--- src/rtl/muldiv_pkg.sv ---
// Shared encodings and helpers for the multiply/divide controller.
// Operation codes follow the EX-stage funct decode: bit 1 selects divide, bit 0 selects unsigned.
package muldiv_pkg;

    localparam logic [1:0] OP_MULT  = 2'b00;
    localparam logic [1:0] OP_MULTU = 2'b01;
    localparam logic [1:0] OP_DIV   = 2'b10;
    localparam logic [1:0] OP_DIVU  = 2'b11;

    typedef enum logic [1:0] {
        IDLE = 2'd0,
        RUN  = 2'd1,
        FIX  = 2'd2
    } state_t;

    localparam int DEF_WIDTH = 32;
    localparam int CNT_W     = $clog2(DEF_WIDTH);

    function automatic int cnt_width(input int w);
        return (w > 1) ? $clog2(w) : 1;
    endfunction

    function automatic logic is_div(input logic [1:0] op);
        return op[1];
    endfunction

    function automatic logic is_signed_op(input logic [1:0] op);
        return ~op[0];
    endfunction

endpackage

--- src/rtl/muldiv_datapath.sv ---
// Radix-2 shift-add multiply / restoring divide on magnitudes, with sign fix-up at the output.
// One WIDTH+1-bit adder (plus carry) is shared by both operations.
module muldiv_datapath
    import muldiv_pkg::*;
#(
    parameter int WIDTH = 32
) (
    input  logic             clk,
    input  logic             reset,
    input  logic             load,
    input  logic             step,
    input  logic [1:0]       op,
    input  logic [WIDTH-1:0] a,
    input  logic [WIDTH-1:0] b,
    output logic [WIDTH-1:0] res_hi,
    output logic [WIDTH-1:0] res_lo
);

    logic [2*WIDTH-1:0] acc;
    logic [WIDTH-1:0]   opb;
    logic               div_mode;
    logic               neg_main;
    logic               neg_rem;

    logic               sign_a;
    logic               sign_b;
    logic [WIDTH-1:0]   mag_a;
    logic [WIDTH-1:0]   mag_b;

    logic [WIDTH:0]     rem_shift;
    logic [WIDTH:0]     add_a;
    logic [WIDTH:0]     add_b;
    logic [WIDTH+1:0]   sum;
    logic               no_borrow;
    logic [2*WIDTH-1:0] acc_neg;

    always_comb begin
        sign_a = is_signed_op(op) & a[WIDTH-1];
        sign_b = is_signed_op(op) & b[WIDTH-1];
        mag_a  = sign_a ? (-a) : a;
        mag_b  = sign_b ? (-b) : b;
    end

    // Divide subtracts via ~d + 1; the carry out of bit WIDTH+1 means no borrow.
    always_comb begin
        rem_shift = {acc[2*WIDTH-1:WIDTH], acc[WIDTH-1]};
        add_a     = div_mode ? rem_shift : {1'b0, acc[2*WIDTH-1:WIDTH]};
        add_b     = div_mode ? ~{1'b0, opb} : (acc[0] ? {1'b0, opb} : '0);
        sum       = {1'b0, add_a} + {1'b0, add_b} + {{(WIDTH+1){1'b0}}, div_mode};
        no_borrow = sum[WIDTH+1];
    end

    always_ff @(posedge clk or negedge reset) begin
        if (!reset) begin
            acc      <= '0;
            opb      <= '0;
            div_mode <= 1'b0;
            neg_main <= 1'b0;
            neg_rem  <= 1'b0;
        end else if (load) begin
            acc      <= {{WIDTH{1'b0}}, mag_a};
            opb      <= mag_b;
            div_mode <= is_div(op);
            neg_main <= sign_a ^ sign_b;
            neg_rem  <= is_div(op) & sign_a;
        end else if (step) begin
            if (div_mode)
                acc <= {(no_borrow ? sum[WIDTH-1:0] : rem_shift[WIDTH-1:0]),
                        acc[WIDTH-2:0], no_borrow};
            else
                acc <= {sum[WIDTH:0], acc[WIDTH-1:1]};
        end
    end

    // Remainder keeps the dividend's sign; quotient/product flip when operand signs differ.
    always_comb begin
        acc_neg = -acc;
        if (div_mode) begin
            res_lo = neg_main ? (-acc[WIDTH-1:0]) : acc[WIDTH-1:0];
            res_hi = neg_rem ? (-acc[2*WIDTH-1:WIDTH]) : acc[2*WIDTH-1:WIDTH];
        end else begin
            res_lo = neg_main ? acc_neg[WIDTH-1:0] : acc[WIDTH-1:0];
            res_hi = neg_main ? acc_neg[2*WIDTH-1:WIDTH] : acc[2*WIDTH-1:WIDTH];
        end
    end

endmodule

--- src/rtl/muldiv_ctrl.sv ---
// EX-stage multiply/divide sequencer: owns HI/LO, runs WIDTH datapath steps plus one fix-up
// cycle, and raises busy as a stall request while an operation is in flight.
module muldiv_ctrl
    import muldiv_pkg::*;
#(
    parameter int WIDTH = 32
) (
    input  logic             clk,
    input  logic             reset,
    input  logic             start,
    input  logic [1:0]       op,
    input  logic [WIDTH-1:0] a,
    input  logic [WIDTH-1:0] b,
    input  logic             flush,
    input  logic             hi_we,
    input  logic             lo_we,
    input  logic [WIDTH-1:0] wdata,
    output logic             busy,
    output logic             div_zero,
    output logic [WIDTH-1:0] hi,
    output logic [WIDTH-1:0] lo
);

    localparam int CW = cnt_width(WIDTH);

    state_t           state;
    logic [CW-1:0]    cnt;
    logic             div_by_zero;
    logic             load;
    logic             step;
    logic [WIDTH-1:0] res_hi;
    logic [WIDTH-1:0] res_lo;

    always_comb begin
        div_by_zero = start && is_div(op) && (b == '0);
        load        = (state == IDLE) && start && !div_by_zero;
        step        = (state == RUN) && !flush;
    end

    muldiv_datapath #(.WIDTH(WIDTH)) u_datapath (
        .clk    (clk),
        .reset  (reset),
        .load   (load),
        .step   (step),
        .op     (op),
        .a      (a),
        .b      (b),
        .res_hi (res_hi),
        .res_lo (res_lo)
    );

    always_ff @(posedge clk or negedge reset) begin
        if (!reset) begin
            state    <= IDLE;
            cnt      <= '0;
            busy     <= 1'b0;
            div_zero <= 1'b0;
            hi       <= '0;
            lo       <= '0;
        end else begin
            div_zero <= 1'b0;
            case (state)
                IDLE: begin
                    // A start in the same cycle as mthi/mtlo takes priority and drops the write.
                    if (start) begin
                        if (div_by_zero) begin
                            div_zero <= 1'b1;
                        end else begin
                            state <= RUN;
                            cnt   <= CW'(WIDTH - 1);
                            busy  <= 1'b1;
                        end
                    end else begin
                        if (hi_we) hi <= wdata;
                        if (lo_we) lo <= wdata;
                    end
                end
                RUN: begin
                    if (flush) begin
                        state <= IDLE;
                        busy  <= 1'b0;
                    end else if (cnt == '0) begin
                        state <= FIX;
                    end else begin
                        cnt <= cnt - CW'(1);
                    end
                end
                FIX: begin
                    state <= IDLE;
                    busy  <= 1'b0;
                    if (!flush) begin
                        hi <= res_hi;
                        lo <= res_lo;
                    end
                end
                default: begin
                    state <= IDLE;
                    busy  <= 1'b0;
                end
            endcase
        end
    end

endmodule

--- config.mk ---
export PLATFORM = sky130hd
export DESIGN_NAME = muldiv_ctrl
export DESIGN_NICKNAME = d
export VERILOG_FILES = /design/src/rtl/muldiv_pkg.sv /design/src/rtl/muldiv_datapath.sv /design/src/rtl/muldiv_ctrl.sv
export SDC_FILE = /design/constraint.sdc
export NUM_CORES = 1
export LEC_CHECK = 0
export ABC_AREA = 1
export BUFFER_PORTS_ARGS = -buffer_cell sky130_fd_sc_hd__buf_2
export CORE_ASPECT_RATIO = 2
export CORE_MARGIN = 5
export CORE_UTILIZATION = 35
export DETAILED_ROUTE_END_ITERATION = 6
export MAX_ROUTING_LAYER = met4
export PLACE_DENSITY = 0.57
export SLEW_MARGIN = 20
export SYNTH_ARGS = -nofsm -noshare
export SYNTH_HDL_FRONTEND = slang
export SYNTH_HIERARCHICAL = 1
export SYNTH_SLANG_ARGS = --single-unit
--- constraint.sdc ---
create_clock -name clk -period 8.8 [get_ports clk]
set_clock_uncertainty 0.1 [all_clocks]
set_input_delay 1.76 -clock clk [delete_from_list [all_inputs] [get_ports clk]]
set_output_delay 1.76 -clock clk [all_outputs]
set_load 0.01 [all_outputs]
==> results.ini <==
[run_status]
outcome = finished, final reports clean

[logic_synthesis]
synth_cell_type_count = 51
avgSynthCellArea_um2 = 5.999
synth.cell_area_um2 = 16120
syn-num-nets = 2831
netlist.area_leader.share_pct = 26.70
ys_warn_count = 6
synth_seq_cells = 172
yosys.area.top_type = dfrtp_1
yosysSeqAreaShare_pct = 26.70
synthTopCellsByArea = dfrtp_1 27%, nand2_1 18%, nor2_1 7.9%, inv_1 7.7%, nand3_1 7.6%
syn_inst = 2687

[timing]
max_slew_margin_pct = 37.73
setup_viol = 0
tns_ns = 0
hold_viol = 0
period_needed_ns = 4.915
tightest_slew_ns = 0.9340
period_share_pct = 55.86
drv_slew = 0
rsz0062_at_grt = false
max_freq_mhz = 203.4

[worst_setup_path]
timing.critical_path.buf_inv = 4
arrival_ns = 5.21
cp_slowest_cell = inv_4
cp-start-kind = flip-flop
crit_chain = inv_4 > buf_4 > nor2_1 > a21oi_1 > ha_1 > nand2_2 > inv_1 > a21oi_1 > o21bai_1 > a21oi_2 > nand2_8 > inv_2 > nand2_1 > nand2_1 > nand2_1 > nand2_1
cpMostUsedCell = nand2_1
critical_path.top_delay_family = buffers and inverters
critPathKind = flip-flop to flip-flop
crit_fanout = 102
cp-end-kind = flip-flop
required_ns = 9.10
max_stage_delay_ns = 0.83

[floorplan]
start_util_pct = 35.28
dieWidth_um = 161.7
die-area_um2 = 50710
core_area_um2 = 45690
num_io_pins = 170
die_h_um = 313.5
num_rows = 111

[run]
cap_violations = 0

[route]
drc = 0
postRouteAntennaNets = 0
dr_total_vias = 17772
routedWlPerCell_um = 19.70
drt_iter0_drc = 991
vias_per_cell = 5.296
drt-pass1-iter-count = 6
wl_um = 66100

[clocking]
cts_hold_buf = 0
clk_latency_ns = 0.46
cts_tree = done
cts-root-buf = clkbuf_16
cts.repair.resized = 0
cts.sinks = 172
cts_setup_buffers = 0
clk_path_buf_depth = 2
cts_buffers = 17
cts.clk_slew.worst_paths_ns = 0.08
htree_levels = 4

[global_routing]
grt_util_all_layers_pct = 26.65
grt_max_degree = 103
antenna_found_initial = 0
grt_pass1_vias = 17736
grt_pass1_wl_um = 101100
grt-ovfl-total = 0

[cells_and_area]
drive_gt1_share_pct = 9.566
fill_cells = 4986
final_cells = 3356
areaGrowthSynthToFinish_pct = 10.84
antenna_cells = 0
nNetsFinal = 2923

[placement]
numPortBuffers = 169
gp_congestion = 1.080
post-dp-hpwl_um = 53850
dp_cells = 3325

[power_and_ir_drop]
leakage_nw = 9.006
powerDensity_nw_per_um2 = 357.2
vdd_drop_max_mv = 0.1323

[hold_path]
min_path_type = flip-flop to flip-flop

## layout make-up
type,count,area [um2],area share [%]
clock buffer,18,439.2,2.458
multi-input combinational,2060,9978,55.85
inverter,338,1271,7.115
clock inverter,13,155.1,0.8684
tap,565,706.9,3.957
sequential,172,4307,24.10
timing repair buffer,190,1010,5.651
## placed cells by master (no fill, tap or decap), drive strengths merged, types with 6 or more instances in the layout
| cell type | synthesis | routed |
|---|---|---|
| o22ai | 8 | 8 |
| nor3 | 32 | 32 |
| a21oi | 115 | 115 |
| ha | 38 | 38 |
| nand3 | 246 | 246 |
| o21ai | 203 | 203 |
| xor2 | 97 | 97 |
| nand4 | 24 | 24 |
| o211ai | 9 | 9 |
| or2 | 6 | 6 |
| inv | 337 | 344 |
| dfrtp | 172 | 172 |
| buf | 48 | 190 |
| clkbuf | 69 | 18 |
| nand2 | 800 | 800 |
| nor2 | 351 | 351 |
| xnor2 | 9 | 9 |
| a31oi | 87 | 87 |
## cells by family after synthesis
group                    Yosys count  synth area share (%)
AND/OR/NAND/NOR                 1473                 37.80
buffers and inverters            455                 11.47
AO/OA/AOI/OAI                    441                 15.07
flip-flops                       172                 26.70
XOR/XNOR                         106                 5.760
adder cells (fa/ha/maj)           40                 3.198
## metrics by stage
stage	setup slack, ns	hold slack, ns	area [um2]	util [%]	total power, mW
global route	3.463	0.4240	17870	39.10	6.942
global placement	3.582	0.3803	17270	37.80	5.529
detailed placement	3.554	0.3771	17270	37.80	5.570
finish	3.885	0.3907	17870	39.10	6.381
CTS	3.863	0.3968	17870	39.10	6.388
floorplan	5.102	0.3659	16120	-	4.194
## worst register-to-register path, cell delays in order, from the launching register on
cell and delay (ns):
dfrtp_2 0.74, inv_4 0.84, buf_4 0.69, nor2_1 0.16, a21oi_1 0.25, ha_1 0.35, nand2_2 0.12, inv_1 0.05
a21oi_1 0.28, o21bai_1 0.15, a21oi_2 0.30, nand2_8 0.26, inv_2 0.26, nand2_1 0.08, nand2_1 0.12, nand2_1 0.07
nand2_1 0.05
## layer usage
layer | share of wire (%) | global-route usage (%) | vias to the layer above
met5 | 0 | - | -
met4 | 9.9 | 21.63 | 0
met3 | 3.6 | 2.781 | 229
met2 | 53 | 48.92 | 594
met1 | 34 | 24.63 | 8125
li1 | - | - | 8824
## where the power goes
part	switching, mW	internal [mW]
combinational	2.81	1.27
sequential	0.390	1.11
clock	0.372	0.433
## synthesized netlist by cell type, drive strengths merged
master / count
o211ai: 9
xor2: 97
or2: 6
a221oi: 1
buf: 48
dfrtp: 172
nand4: 24
o221ai: 1
nor4: 5
nor3: 32
o21bai: 3
nand2: 800
fa: 2
o2111ai: 1
nand3: 246
clkbuf: 69
and2: 3
a211oi: 3
clkinv: 1
a311oi: 1
nor2: 351
and3: 1
a21o: 2
a22oi: 4
inv: 337
o21ai: 203
xnor2: 9
a31oi: 87
nand3b: 5
o22ai: 8
a21oi: 115
o31ai: 3
ha: 38
## registers in the layout, summed over array words and instances (netlist names)
register / flops
busy: 1
cnt: 5
div_zero: 1
hi: 32
lo: 32
state: 2
u_datapath/acc: 64
u_datapath/div_mode: 1
u_datapath/neg_main: 1
u_datapath/neg_rem: 1
u_datapath/opb: 32
## final timing paths
kind,startpoint,end,slack (ns),depth (start not counted)
max,u_datapath/div_mode,u_datapath/acc[63],3.88,16
min,busy,busy,0.39,2
max reg2reg,u_datapath/div_mode,u_datapath/acc[63],3.88,16
min reg2reg,busy,busy,0.39,2
max in group asynchronous,reset,u_datapath/div_mode,6.18,2
min in group asynchronous,reset,lo[25],1.10,1
Note: power is estimated with default switching activity, not from simulation.
